==> config.mk <==
export PLATFORM = sky130hd
export DESIGN_NAME = pwm_dimmer
export DESIGN_NICKNAME = d
export VERILOG_FILES = /design/src/rtl/pwm_dimmer.sv
export SDC_FILE = /design/constraint.sdc
export NUM_CORES = 1
export LEC_CHECK = 0
export ABC_AREA = 1
export CAP_MARGIN = 10
export CORE_MARGIN = 3
export CORE_UTILIZATION = 40
export CTS_BUF_LIST = sky130_fd_sc_hd__clkbuf_8
export DETAILED_ROUTE_END_ITERATION = 8
export GPL_ROUTABILITY_DRIVEN = 1
export SLEW_MARGIN = 20
export SYNTH_ARGS = -nofsm -noshare
export SYNTH_HDL_FRONTEND = slang
export SYNTH_SLANG_ARGS = --single-unit
==> constraint.sdc <==
create_clock -name clock -period 3.6 [get_ports clock]
set_clock_uncertainty 0.2 [all_clocks]
set_input_delay 0.54 -clock clock [delete_from_list [all_inputs] [get_ports clock]]
set_output_delay 0.54 -clock clock [all_outputs]
set_load 0.01 [all_outputs]
==> src/rtl/pwm_dimmer.sv <==
// Multi-channel PWM lamp dimmer. All channels share one PWM counter. Each
// channel's brightness level changes only at a PWM period boundary.
module pwm_dimmer #(
    parameter int CHANNELS  = 6,
    parameter int CNT_W     = 4,
    parameter int PRESCALE  = 1,
    parameter int FADE_EN   = 1,
    parameter int FADE_STEP = 1
) (
    input  logic                clock,
    input  logic                reset_n,
    input  logic [CHANNELS-1:0] in,
    input  logic                lights,
    input  logic [CNT_W-1:0]    dim_level,
    output logic [CHANNELS-1:0] out,
    output logic                period_start
);

    localparam int FULL = 1 << CNT_W;
    localparam int PS_W = (PRESCALE > 1) ? $clog2(PRESCALE) : 1;
    localparam int LW   = CNT_W + 1;
    // Extra headroom so level +/- step never wraps before clamping.
    localparam int AW   = CNT_W + 2;

    localparam logic [PS_W-1:0] PS_LAST = PS_W'(PRESCALE - 1);
    localparam logic [AW-1:0]   STEP    = AW'(FADE_STEP);
    localparam logic [AW-1:0]   FULL_A  = AW'(FULL);

    logic [PS_W-1:0]  prescaler;
    logic [CNT_W-1:0] pwm_cnt;
    logic             tick;
    logic             wrap;
    logic [LW-1:0]    level     [CHANNELS];
    logic [LW-1:0]    level_nxt [CHANNELS];

    function automatic logic [LW-1:0] step_level(input logic [LW-1:0] cur_l,
                                                 input logic [AW-1:0] tgt);
        logic [AW-1:0] cur;
        logic [AW-1:0] nxt;
        cur = AW'(cur_l);
        nxt = tgt;
        if (FADE_EN != 0) begin
            if (cur < tgt) begin
                nxt = (cur + STEP < tgt) ? cur + STEP : tgt;
            end else if (cur > tgt) begin
                nxt = (cur > tgt + STEP) ? cur - STEP : tgt;
            end
        end
        return nxt[LW-1:0];
    endfunction

    always_comb begin
        tick = (prescaler == PS_LAST);
        wrap = tick && (pwm_cnt == '1);
    end

    // Inputs are consumed here, but the result is only latched on wrap.
    always_comb begin
        for (int i = 0; i < CHANNELS; i++) begin
            level_nxt[i] = step_level(level[i],
                                      in[i]  ? FULL_A :
                                      lights ? AW'(dim_level) : '0);
        end
    end

    always_ff @(posedge clock or negedge reset_n) begin
        if (!reset_n) begin
            prescaler    <= '0;
            pwm_cnt      <= '0;
            period_start <= 1'b0;
        end else begin
            prescaler    <= tick ? '0 : prescaler + 1'b1;
            if (tick) begin
                pwm_cnt <= pwm_cnt + 1'b1;
            end
            period_start <= wrap;
        end
    end

    always_ff @(posedge clock or negedge reset_n) begin
        if (!reset_n) begin
            for (int i = 0; i < CHANNELS; i++) begin
                level[i] <= '0;
            end
        end else if (wrap) begin
            for (int i = 0; i < CHANNELS; i++) begin
                level[i] <= level_nxt[i];
            end
        end
    end

    always_ff @(posedge clock or negedge reset_n) begin
        if (!reset_n) begin
            out <= '0;
        end else begin
            for (int i = 0; i < CHANNELS; i++) begin
                out[i] <= ({1'b0, pwm_cnt} < level[i]);
            end
        end
    end

endmodule

# --- Word level (Yosys, flattened, before mapping) ---
# Cells that the tools add are included.
classes:
  muxes: 32
  eq_ne: 1
  bitwise_logic: 1
  reduce_logical: 1
  add_sub_neg: 20
  order_cmp: 30
  n_shift: 0
  div: 0
  mul: 0
op_table:
  columns: ["operator", "n"]
  rows:
  - ["$mux W5", 30]
  - ["$add A5 B1 Y6 const B", 12]
  - ["$gt A5 B6 Y1", 6]
  - ["$lt A6 B5 Y1", 6]
  - ["$gt A5 B5 Y1", 6]
  - ["$lt A4 B5 Y1", 6]
  - ["$lt A5 B5 Y1", 6]
  - ["$sub A5 B1 Y5 const B", 6]
  - ["$add A4 B1 Y4 const B", 1]
  - ["$eq A4 B4 Y1 const B", 1]
  - ["$mux W4", 1]
  - ["$add A1 B1 Y1 const B", 1]
  - ["$logic_and A1 B1 Y1", 1]
  - ["$mux W1", 1]
  - ["$not A1 Y1", 1]
totals:
  output_inout_bits: 7
  ramBits: 0
  word_cells: 95
  n_memories: 0
  latchBits: 0
  regBits: 42
  in_bits: 13
  mem_bits_ro: 0

# --- Depth between registers and ports, before layout ---
# Gate-level depths: netlist of the first run.
logic_depth:
  word_depth: 7
  ltp_mapped: 20
  mapped_depth_nobuf: 20

# --- Worst setup path after synthesis of the first run ---
# OpenSTA, ideal clock, no wires.
synth_timing:
  kind: "input port to flip-flop"
  startpoint: "input port dim_level[1]"
  endpoint: "register level[5] (netlist name)"
  setup_slack_ns: 0.990
  n_path_buf: 0
  stages: 18
  arrival_ns: 2.294
  cell_sequence: "nand2_1 nor2_1 inv_1 nor2_1 nand2_1 xor2_1 ha_1 nand2_1 nor2_1 nand2_1 nand2_1 nand2_1 nand2_1 nand2_1 nand3_1 nand2_1 nor2_1 nor2_1"
synth_via:
  elab_chain_len: 7
  elab_cells_between_ends: 11
  cone_classes: "1 x add/sub; 4 x order compare; 6 x mux"
synth_lines:
  columns: ["element", "line_no", "source"]
  rows:
  - ["start, declared", "14", "input logic [CNT_W-1:0] dim_level,"]
  - ["$mux W4 (*)", "62", "lights ? AW'(dim_level) : '0);"]
  - ["$mux W5 (*)", "61", "in[i] ? FULL_A :"]
  - ["$add A5 B1 Y6", "46", "nxt = (cur > tgt + STEP) ? cur - STEP : tgt;"]
  - ["$gt A5 B6 Y1", "46", null]
  - ["$mux W5", "46", null]
  - ["$mux W5", "45", "end else if (cur > tgt) begin"]
  - ["$mux W5 (*)", "43", "if (cur < tgt) begin"]
  - ["end signal, assigned by index", "87", "level[i] <= level_nxt[i];"]
  - ["end, declared", "33", "logic [LW-1:0] level [CHANNELS];"]
# Mark *: on every way between the ends. The rest lies on a longest branch, timed or not.
# A chain may end at the register's enable or synchronous reset.

# --- Worst setup path in the final report of the first run ---
layout_timing:
  startpoint: "input port lights"
  endpoint: "register level[8] (netlist name)"
layout_via:
  elab_chain_len: 7
  elab_cells_between_ends: 11
  cone_classes: "1 x add/sub; 4 x order compare; 6 x mux"
layout_lines:
  columns: ["element", "line_no", "source"]
  rows:
  - ["start, declared", "13", "input logic lights,"]
  - ["$mux W4 (*)", "62", null]
  - ["$mux W5 (*)", "61", null]
  - ["$add A5 B1 Y6", "46", null]
  - ["$gt A5 B6 Y1", "46", null]
  - ["$mux W5", "46", null]
  - ["$mux W5", "45", null]
  - ["$mux W5 (*)", "43", null]
# Marks and branches as above.

==> results of run 1 <==
worst max path at each step:
| stage | startpoint | endpoint | depth (start not counted) |
|---|---|---|---|
| 2_1_floorplan | dim_level[1] | level[5] | 18 |
| 3_3_place_gp | lights | level[12] | 17 |
| 3_5_place_dp | lights | level[9] | 19 |
| 4_1_cts | lights | level[9] | 19 |
| 5_1_grt | lights | level[8] | 20 |
| 6_report | lights | level[8] | 19 |
metal layers:
metal	routed length, um	global-route usage (%)	vias to the layer above
li1	-	-	3389
met1	8210	25.8	2857
met2	7760	33.5	115
met3	567	2.74	26
met4	229	3.93	0
met5	0	0	-
per-stage QoR:
step                      std cells  hold WS [ps]  area (um2)
after floorplan                1043          44.4        6450
after global placement         1278           382        6970
after detailed placement       1278           383        6970
after CTS                      1286           111        7090
after global routing           1286           127        7090
final                          1286          82.0        7090
area by class of cell:
type | count | area, um2
Fill cell | 1649 | 8390
Tap cell | 211 | 264
Inverter | 174 | 661
Clock buffer | 6 | 82.6
Multi-Input combinational cell | 814 | 4700
Timing Repair Buffer | 38 | 328
Sequential cell | 41 | 1030
Clock inverter | 2 | 37.5
synth_stat cells, types with 4 or more instances:
| cell type | number | area share (%) |
|---|---|---|
| nand4_1 | 14 | 1.4 |
| nor2_2 | 4 | 0.39 |
| xor2_1 | 25 | 3.4 |
| o21a_1 | 6 | 0.70 |
| nand2_2 | 14 | 1.4 |
| dfrtp_1 | 41 | 16 |
| xnor2_1 | 8 | 1.1 |
| nand3_1 | 131 | 10 |
| buf_2 | 6 | 0.47 |
| clkbuf_1 | 5 | 0.29 |
| a21oi_1 | 33 | 2.6 |
| o21ai_0 | 20 | 1.6 |
| nand2_4 | 5 | 0.87 |
| a21boi_0 | 6 | 0.70 |
| and3_1 | 6 | 0.58 |
| inv_1 | 167 | 9.7 |
| a31oi_1 | 6 | 0.58 |
| nor2_1 | 68 | 4.0 |
| nand2_1 | 341 | 20 |
| ha_1 | 109 | 21 |
critical path, delay by kind of cell:
family,cells,cell delay [ps]
and+or+nand+nor,14,1550
xor gates and xnor gates,1,150
buffers and inverters,2,570
adders and majority gates,1,310
AOI/OAI and AO/OA,1,100
flip-flops by register name, indices dropped and copies added, names as in the netlist:
register,count
pwm_cnt,4
out,6
period_start,1
level,30
cell families after synthesis:
| family | Yosys count | share of synthesized area [%] |
|---|---|---|
| adders and majority gates | 109 | 21.1 |
| buffers and inverters | 188 | 11.3 |
| AOI/OAI and AO/OA | 79 | 7.20 |
| xor gates and xnor gates | 33 | 4.48 |
| DFF | 41 | 15.9 |
| and+or+nand+nor | 593 | 40.0 |
power by group through the flow:
stage	sequential [mW]	clock, mW	combinational (mW)
finish	1.08	0.403	4.51
global route	1.12	0.439	5.32
CTS	1.08	0.422	4.52
detailed placement	1.09	0	4.49
global placement	1.10	0	4.48
floorplan	0.865	0	3.71
==> run_results.csv, run 1 <==
group,metric,value,unit
clocking,cts_setup_buffers,0,
critical_path,rr_startpoint,"level[21]",
sta,timing.fmax,0.311,GHz
floorplanning,ios,20,
route,routed_wl,16.8,mm
synth,yosysSeqAreaShare,15.9,%
sta,tns,0,ps
pwr,power_leakage,4.04,nW
sta,rsz0062_at_grt,"false",
route,vias,6387,
pwr,power.switching,3.38,mW
placement,io_buffer_count,19,
synth,async_flop_share,100,%
placement,dp_slack,89.6,ps
critical_path,worstRegToRegCells,14,
clocking,cts_sinks,41,
sta,setup_ws,390,ps
critical_path,crit_slowest_cell,"clkdlybuf4s50_1",
run,maxCapViolations,0,
finish,insertedDiodeCount,0,
pwr,switching_share,56.3,%
clocking,clk_pin_slew,90,ps
sta,max_slew.worst_pin.slew,1050,ps
synth,synth_warnings,0,
pwr,intPower,2.62,mW
synth,syn-instance-count,1043,
critical_path,crit_fanout,6,
clocking,postCtsHoldBufs,0,
route,via_per_inst,4.97,
finish,final_util,45.8,%
global_route,grt_first_pass_wirelength,29.0,mm
finish,areaGrowthSynthToFinish,9.97,%
synth,synth_area_per_cell,6.19,um2
outcome,status,"finished, final reports clean",
synth,synth_fp_nets,1165,
floorplanning,die_y,133,um
synth,synth_edf_count,0,
clocking,cts_tree,"built",
floorplanning,core_region_area,15500,um2
global_route,grt_util_all_layers,19.4,%
min_path,hp-class,"in2async",
sta,setup_violations,0,
synth,synth_cell_types,36,
sta,drv_slew,0,
pwr,p_clk_share,6.7,%
global_route,grt_max_degree,35,
floorplanning,start_util,41.7,%
route,drc_errors,0,
pwr,p_comb_share,75.2,%
critical_path,rr_endpoint,"level[20]",
pwr,ir_drop,0.355,mV
critical_path,cp_slowest_stage_delay,490,ps
route,wire_per_inst,13.0,um
clocking,cts_max_level,2,
floorplanning,die_w,133,um
sta,fin_crit_sh,89.2,%
critical_path,critPathRequiredTime,3600,ps
sta,relSlewSlack,29.3,%
critical_path,startpoint_type,"input pin",
placement,place_congestion,0.875,
route,drtIter0Drc,345,
route,dr.pass1.iters,5,
critical_path,critical_path_arrival,3210,ps
synth,synth_top_flop_cell,"dfrtp_1",
critical_path,rrSetupSlack,920,ps
global_route,grt_pass1_vias,6022,
synth,syn_area,6450,um2
pwr,finalPower,6.00,mW
clocking,root_buffer,"clkbuf_8",
finish,final_common_cell,"nand2_1",
finish,layout_common_cells,"341 x nand2_1, 167 x inv_1, 131 x nand3_1",
floorplanning,dieArea,17700,um2
critical_path,crit_path_cell_trace,"clkdlybuf4s50_1, nand2_1, nor2_1, inv_1, nor2_1, nand2_1, xor2_1, ha_1, nand2_1, nor2_1, o21ai_0, nand2_1, nand2_1, nand2_1, nand2_1, nand2_1, nand2_1, nand2_1, nand2_1",
critical_path,critPathKind,"in2reg",
floorplanning,row_count,45,
pwr,seq_power_share,18.1,%
clocking,clockBufferDepth,2,
clocking,cts_resized,0,
route,ant_nets,0,
sta,hold_violations,0,
placement,hpwlAfterDp,12.9,mm
clocking,clock_latency,310,ps
sta,fin_crit,3210,ps
critical_path,crit_top_cell,"nand2_1",
pwr,power_density,846,nW/um2
synth,synth-seq-cells,41,
global_route,overflow,0,
global_route,grt_antenna_before_repair,0,
finish,final_nets,1196,
clocking,cts_buffers,5,
critical_path,cp-end-kind,"flop",
finish,drive_gt1_share,6.14,%
Power figures use the tool's default switching activity.
==> inputs of run 2 (changes only) <==
Settings changed: CORE_UTILIZATION 40 to 52, CTS_BUF_LIST sky130_fd_sc_hd__clkbuf_8 to not set, PLACE_DENSITY set to 0.69.
==> run_results.csv, run 2 (synthesis gave the netlist of run 1 again) <==
group,metric,value,unit
outcome,status,"finished, final reports clean",
pwr,power.switching,3.41,mW
critical_path,rrSetupSlack,940,ps
critical_path,critical_path_buf_inv_count,5,
floorplanning,dieArea,13800,um2
route,wire_per_inst,13.0,um
finish,drive_gt1_share,6.06,%
pwr,power_density,865,nW/um2
sta,timing.fmax,0.306,GHz
placement,io_buffer_count,19,
clocking,cts_sinks,41,
finish,layout_common_cells,"340 x nand2_1, 167 x inv_1, 131 x nand3_1",
global_route,grt_pass1_vias,5854,
sta,hold_slack,217,ps
critical_path,critPathRequiredTime,3580,ps
finish,areaGrowthSynthToFinish,9.74,%
route,routed_wl,16.2,mm
pwr,power_leakage,4.06,nW
route,drtIter0Drc,384,
global_route,overflow,0,
global_route,grt_first_pass_wirelength,27.6,mm
critical_path,crit_start,"lights",
floorplanning,ios,20,
pwr,p_clk_share,8.7,%
clocking,cts_buffers,5,
run,maxCapViolations,0,
floorplanning,row_count,40,
placement,place_congestion,0.926,
sta,rsz0062_at_grt,"false",
critical_path,cp-end-kind,"flop",
clocking,postCtsHoldBufs,0,
critical_path,critPathKind,"in2reg",
route,via_per_inst,5.15,
route,drc_errors,0,
finish,final_common_cell,"nand2_1",
sta,drv_slew,0,
pwr,intPower,2.72,mW
sta,max_slew.worst_pin.slew,1010,ps
critical_path,cp_slowest_stage_delay,530,ps
clocking,clockBufferDepth,2,
sta,relSlewSlack,32.5,%
critical_path,crit_slowest_cell,"clkdlybuf4s50_1",
clocking,cts_setup_buffers,0,
floorplanning,core_region_area,12100,um2
global_route,grt_antenna_before_repair,0,
sta,setup_violations,0,
finish,insertedDiodeCount,0,
critical_path,crit_path_cell_trace,"clkdlybuf4s50_1, buf_4, nand2_1, inv_1, buf_4, nand2_1, nand2_1, nand2_1, ha_1, nand2_1, nor2_1, nand2_1, nand3_1, nand2_1, inv_1, nand3_1, nand2_1, nand2_1, nand2_1, nand2_1",
critical_path,startpoint_type,"input pin",
global_route,grt_util_all_layers,23.8,%
clocking,clock_latency,300,ps
clocking,cts_max_level,2,
finish,final_util,58.7,%
pwr,switching_share,55.6,%
route,vias,6392,
global_route,grt_max_degree,42,
finish,regMostFlops,"level",
finish,final_nets,1194,
pwr,p_comb_share,73.8,%
finish,reg_top3,"level x30, out x6, pwm_cnt x4",
route,ant_nets,0,
placement,hpwlAfterDp,12.3,mm
critical_path,critical_path_arrival,3250,ps
route,dr.pass1.iters,5,
min_path,hp-class,"in2async",
clocking,root_buffer,"clkbuf_16",
critical_path,crit_fanout,8,
floorplanning,start_util,53.5,%
critical_path,crit_top_cell,"nand2_1",
floorplanning,die_w,117,um
sta,fin_crit_sh,90.9,%
sta,tns,0,ps
sta,hold_violations,0,
clocking,cts_tree,"built",
pwr,ir_drop,0.494,mV
sta,fin_crit,3270,ps
clocking,clk_pin_slew,60,ps
floorplanning,die_y,117,um
pwr,seq_power_share,17.5,%
critical_path,path_delay_family,"simple AND/OR/NAND/NOR gates",
critical_path,rr_startpoint,"level[20]",
finish,largest_reg_flops,30,
==> run 2: worst paths after layout <==
check	endpoint	cells past startpoint
max reg2reg	level[20]	14
min reg2reg	level[19]	2
max in group asynchronous	pwm_cnt[2]	1
min in group clock	level[19]	2
min	level[27]	1
max	level[16]	20
==> run 2: power by group through the flow <==
| stage | Clock [mW] | Sequential [mW] | Combinational [mW] |
|---|---|---|---|
| after floorplan | 0 | 0.865 | 3.71 |
| after global placement | 0 | 1.09 | 4.44 |
| after detailed placement | 0 | 1.08 | 4.47 |
| after CTS | 0.544 | 1.07 | 4.50 |
| after global routing | 0.562 | 1.11 | 5.28 |
| final | 0.535 | 1.07 | 4.52 |
==> run 2: timing repair <==
action / 4_1_cts / 5_1_grt
setup endpoints to repair: 0 / 5
resized for setup: 0 / 1
hold endpoints to repair: 0 / 0
==> run 2: final cells by class <==
class	count	area, um2
inverters	174	661
clock inverters	3	46.3
well taps	168	210
fillers	1207	4980
clock buffers	5	125
repair buffers	36	313
flip-flops and latches	41	1030
multi-input cells	814	4700
==> run 2: metal layers <==
| metal | wire length, um | vias to the layer above | share of wire (%) | GRT usage (%) |
|---|---|---|---|---|
| li1 | - | 3393 | - | - |
| met1 | 7580 | 2820 | 47 | 32.1 |
| met2 | 7580 | 151 | 47 | 40.1 |
| met3 | 726 | 28 | 4.5 | 2.99 |
| met4 | 293 | 0 | 1.8 | 6.74 |
| met5 | 0 | - | 0 | 0 |
==> run 2: stage by stage <==
step | std cells | instance area (um2) | total power, mW | setup WS [ps]
after CTS | 1241 | 7080 | 6.12 | 335
final | 1241 | 7080 | 6.13 | 329
after global routing | 1241 | 7080 | 6.95 | 5.44
after global placement | 1233 | 6910 | 5.53 | 44.5
after detailed placement | 1233 | 6910 | 5.55 | 28.5
after floorplan | 1043 | 6450 | 4.58 | 990
